$ cat src/rtl/serial_adder.sv
// rtl/serial_adder.sv - bit-serial adder, LSB first, WIDTH run cycles per operand pair
module serial_adder #(
  parameter int WIDTH = 8
) (
  input  logic             i_CLK,
  input  logic             i_RST_N,
  input  logic             i_VALID,
  output logic             o_READY,
  input  logic [WIDTH-1:0] i_A,
  input  logic [WIDTH-1:0] i_B,
  input  logic             i_CIN,
  output logic             o_BIT_VALID,
  output logic             o_SUM_BIT,
  output logic [WIDTH-1:0] o_SUM,
  output logic             o_COUT,
  output logic             o_DONE
);

  localparam int CW = (WIDTH > 2) ? $clog2(WIDTH) : 1;
  localparam logic [CW-1:0] LAST = CW'(WIDTH - 1);

  typedef enum logic [1:0] {S_IDLE, S_RUN, S_DONE} state_t;

  state_t           state_q, state_d;
  logic [WIDTH-1:0] a_q, a_d;
  logic [WIDTH-1:0] b_q, b_d;
  logic [WIDTH-1:0] sum_q, sum_d;
  logic             c_q, c_d;
  logic [CW-1:0]    cnt_q, cnt_d;

  logic ha1_s, ha1_c, ha2_s, ha2_c, fa_c;

  // full adder built from two half adders and an OR for the carry
  always_comb begin
    ha1_s = a_q[0] ^ b_q[0];
    ha1_c = a_q[0] & b_q[0];
    ha2_s = ha1_s ^ c_q;
    ha2_c = ha1_s & c_q;
    fa_c  = ha1_c | ha2_c;
  end

  always_comb begin
    state_d = state_q;
    a_d     = a_q;
    b_d     = b_q;
    c_d     = c_q;
    cnt_d   = cnt_q;
    sum_d   = sum_q;
    case (state_q)
      S_IDLE: begin
        if (i_VALID) begin
          state_d = S_RUN;
          a_d     = i_A;
          b_d     = i_B;
          c_d     = i_CIN;
          cnt_d   = '0;
          sum_d   = '0;
        end
      end
      S_RUN: begin
        a_d   = a_q >> 1;
        b_d   = b_q >> 1;
        c_d   = fa_c;
        sum_d = {ha2_s, sum_q[WIDTH-1:1]};
        cnt_d = cnt_q + CW'(1);
        if (cnt_q == LAST) begin
          state_d = S_DONE;
        end
      end
      S_DONE:  state_d = S_IDLE;
      default: state_d = S_IDLE;
    endcase
  end

  always_ff @(posedge i_CLK or negedge i_RST_N) begin
    if (!i_RST_N) begin
      state_q <= S_IDLE;
      a_q     <= '0;
      b_q     <= '0;
      c_q     <= 1'b0;
      cnt_q   <= '0;
      sum_q   <= '0;
    end else begin
      state_q <= state_d;
      a_q     <= a_d;
      b_q     <= b_d;
      c_q     <= c_d;
      cnt_q   <= cnt_d;
      sum_q   <= sum_d;
    end
  end

  // sum and carry registers double as the held result once the run completes
  assign o_READY     = (state_q == S_IDLE);
  assign o_BIT_VALID = (state_q == S_RUN);
  assign o_SUM_BIT   = o_BIT_VALID & ha2_s;
  assign o_DONE      = (state_q == S_DONE);
  assign o_SUM       = sum_q;
  assign o_COUT      = c_q;

endmodule

$ cat config.mk
export PLATFORM = sky130hd
export DESIGN_NAME = serial_adder
export DESIGN_NICKNAME = d
export VERILOG_FILES = /design/src/rtl/serial_adder.sv
export SDC_FILE = /design/constraint.sdc
export NUM_CORES = 1
export LEC_CHECK = 0
export CORE_ASPECT_RATIO = 1.4
export CORE_MARGIN = 2
export CORE_UTILIZATION = 48
export CTS_CLUSTER_SIZE = 8
export DETAILED_ROUTE_END_ITERATION = 10
export GPL_TIMING_DRIVEN = 0
export PLACE_DENSITY_LB_ADDON = 0.15
export SKIP_LAST_GASP = 1
export SYNTH_ARGS = -nofsm -noshare
export SYNTH_HDL_FRONTEND = slang
export SYNTH_SLANG_ARGS = --single-unit
$ cat constraint.sdc
create_clock -name i_CLK -period 1.71 [get_ports i_CLK]
set_input_delay 0.2565 -clock i_CLK [delete_from_list [all_inputs] [get_ports i_CLK]]
set_output_delay 0.2565 -clock i_CLK [all_outputs]
set_load 0.02 [all_outputs]
==> results.cfg <==
[status]
run_status = complete, but fails checks
failed_checks = hold timing, setup timing

[clock_network]
cts_buffers = 5
cts_num_sinks = 30
cts-htree-levels = 2
clock_insertion_delay_worst_skew_ns = 0.29
tritoncts = done
holdBufCountCts = 0
root_buffer = sky130_fd_sc_hd__clkbuf_8
clkSlewWorstSetupHoldPaths_ns = 0.06
clockBufferDepth = 2

[floorplanning]
placeableCoreArea_um2 = 2790
fp.dieH_um = 67.4
io_pins = 33
die_width_um = 49.3
num_rows = 23
design.die.area_um2 = 3330
initial_core_utilization_pct = 49.4

[finish]
area_growth_syn_to_layout_pct = 35.4
fin_nets = 191
drive_gt1_share_pct = 21.9
multi_input_area_um2 = 524
insertedDiodeCount = 0
area.sequential_um2 = 751
layout.cell_area.non_filler_um2 = 1870
fillerInstances = 225

[setup_path]
worstSetupEndpointType = primary output
cp_cell_sequence = inv_2 > fa_1 > nor2_2 > buf_6
critical-path-max-stage-delay_ns = 0.42
cpMaxStageDelayCell = sky130_fd_sc_hd__fa_1
cp_max_fo = 3
setup.worst_path.start_class = flip-flop
worst-setup-path-type = reg2out
worstPathArrival_ns = 1.47
critPathRequiredTime_ns = 1.45

[sta]
holdWs_ns = -0.00366
slew_headroom_pct = 56.1
timing_worst_slew_pin_value_ns = 0.659
fin_ws_ns = -0.0137
min_period_ns = 1.72
total_of_endpoints_with_negative_setup_slack_in_the_final_report = 1
maxSlewViolCount = 0
post-route-period-util_pct = 101
rsz_0062_raised_after_global_routing = yes
final_hold_vios = 5
clock_skew_ns = 0.00324
fmax_ghz = 0.580

[route]
route.detailed.drc = 0
postRouteAntennaNets = 0
drt-wirelength-per-cell_um = 15.1
drt_iter0_drc = 54
routed_via_density = 5.76
drt-pass1-iter-count = 4
routed_wl_mm = 3.11
detailroute.via_count = 1187

[job]
max-cap-violations = 0

[logic_synthesis]
number_of_enable_type_register_cells_in_the_synthesized_netlist = 0
yosys_register_bits = 30
total_of_warnings_raised_by_yosys = 0
synth.net_count = 148
synth_ff_type = sky130_fd_sc_hd__dfrtp_1
synth.top_cells.by_area = sky130_fd_sc_hd__dfrtp_1, sky130_fd_sc_hd__o22ai_1, sky130_fd_sc_hd__a22o_1
synth_area_leader_cell = sky130_fd_sc_hd__dfrtp_1
synth_area_um2 = 1380
synthArstFlopShare_pct = 100
yosys.area.top_type_share_pct = 54.4
syn-mean-instance-area_um2 = 11.0
seq_area_frac_synth_pct = 54.4
postSynthCellCount = 125
netlist-cell-type-count = 24

[grt]
initial_antenna_violation_count = 0
wire_length_of_the_first_global_routing_pass_mm = 5.00
vias_in_the_first_global_route = 1096
grt_use_total_pct = 20.9
grt_max_degree = 31
globalRoute.totalOverflow = 0

[place]
postPlaceCellArea_um2 = 1750
place_congestion = 0.812
hpwlAfterDp_mm = 2.21
numPortBuffers = 32
dpl_worst_slack_ns = -0.271

[worst_hold_path]
path_type_of_the_worst_min_delay_path = in2async

[power_and_ir_drop]
power_leakage_uw = 0.000817
power_per_cell_area_nw_per_um2 = 1880
worst_ir_drop_vdd_v = 0.00117
-- state kept, by name (all words and copies together), names as in the netlist --
register,count
o_COUT,1
state_q,2
a_q,8
cnt_q,3
o_SUM,8
b_q,8
-- logic make-up (layout without fill, tap and decap cells) --
| kind of cell | Yosys count | after routing | share of synthesized area, % |
|---|---|---|---|
| and+or+nand+nor | 14 | 14 | 6.08 |
| AOI/OAI and AO/OA | 61 | 61 | 28.5 |
| buffers and inverters | 17 | 61 | 7.80 |
| DFF | 30 | 30 | 54.4 |
| adders and majority gates | 3 | 3 | 3.26 |
-- final timing paths --
check | start | to | slack [ns] | cells past startpoint
max reg2reg | state_q[1] | b_q[4] | 0.42 | 6
max in group asynchronous | i_RST_N | o_SUM[6] | 1.29 | 1
min | i_RST_N | cnt_q[2] | -0.004 | 1
max | o_COUT | o_SUM_BIT | -0.01 | 4
min reg2reg | o_SUM[7] | o_SUM[7] | 0.51 | 1
min in group i_CLK | o_SUM[7] | o_SUM[7] | 0.51 | 1
-- final cells by class --
class                   count  area share [%]
flip-flops and latches     30            40.2
multi-input cells          78            28.1
repair buffers             36            18.1
plain buffers              11            4.55
clock buffers               6            4.42
well taps                  37            2.48
inverters                   6            1.54
clock inverters             2           0.670
-- report_power, final --
part           internal [uW]  leakage [uW]  switching [uW]
Combinational            820      0.000408             816
Sequential              1030      0.000362             251
Clock                    323     0.0000472             275
-- worst max-delay path, delay by kind of cell (launching register included) --
family	cells	cell delay, ns
adders and majority gates	1	0.42
and+or+nand+nor	1	0.14
DFF	1	0.41
buffers and inverters	2	0.21
-- placed cells by master (no fill, tap or decap), types with 2 or more instances in the layout --
cell type                         instances
sky130_fd_sc_hd__buf_4                    8
sky130_fd_sc_hd__o22ai_1                 28
sky130_fd_sc_hd__inv_2                    3
sky130_fd_sc_hd__ha_1                     2
sky130_fd_sc_hd__o21ai_0                  5
sky130_fd_sc_hd__clkinvlp_4               2
sky130_fd_sc_hd__clkbuf_8                 6
sky130_fd_sc_hd__nand2_1                  3
sky130_fd_sc_hd__clkdlybuf4s50_1         27
sky130_fd_sc_hd__buf_2                    7
sky130_fd_sc_hd__nand2b_4                 2
sky130_fd_sc_hd__nor2_1                   4
sky130_fd_sc_hd__dfrtp_1                 30
sky130_fd_sc_hd__buf_6                    3
sky130_fd_sc_hd__a21oi_1                 15
sky130_fd_sc_hd__a22o_1                   9
-- routing by layer --
layer  up-vias  global-route usage [%]  part of all wire (%)
met5         -                       0                     0
met4         0                    12.9                   2.4
met3         7                    6.64                   5.7
met2        32                    35.1                    52
met1       597                    23.1                    39
li1        551                       -                     -
-- metrics by stage --
step           utilization, %  hold slack (ns)  setup TNS, ns  power [uW]  instances
3_5_place_dp             62.6            0.500          -4.92        2870        194
5_1_grt                  66.9           0.0456        -0.0584        3750        206
2_1_floorplan               -          -0.0391              0        2290        125
6_report                 66.9         -0.00366        -0.0137        3520        206
4_1_cts                  65.6            0.518         -0.139        3430        202
3_3_place_gp             62.6            0.482          -3.36        2790        194
-- what timing repair did --
| action | in CTS | in global routing |
|---|---|---|
| setup endpoints to repair | 4 | 3 |
| resized for setup | 15 | 7 |
| pin swaps | 0 | 2 |
| setup buffers | 0 | 4 |
-- synth_stat cells (2+ instances only) --
cell,n
sky130_fd_sc_hd__nand2b_4,2
sky130_fd_sc_hd__o22ai_1,28
sky130_fd_sc_hd__dfrtp_1,30
sky130_fd_sc_hd__ha_1,2
sky130_fd_sc_hd__buf_2,6
sky130_fd_sc_hd__nand2_1,3
sky130_fd_sc_hd__buf_6,2
sky130_fd_sc_hd__nor2_1,5
sky130_fd_sc_hd__a21oi_1,15
sky130_fd_sc_hd__a22o_1,9
sky130_fd_sc_hd__inv_1,5
sky130_fd_sc_hd__buf_4,2
sky130_fd_sc_hd__o21ai_0,5
Note: power is estimated with default switching activity, not from simulation.
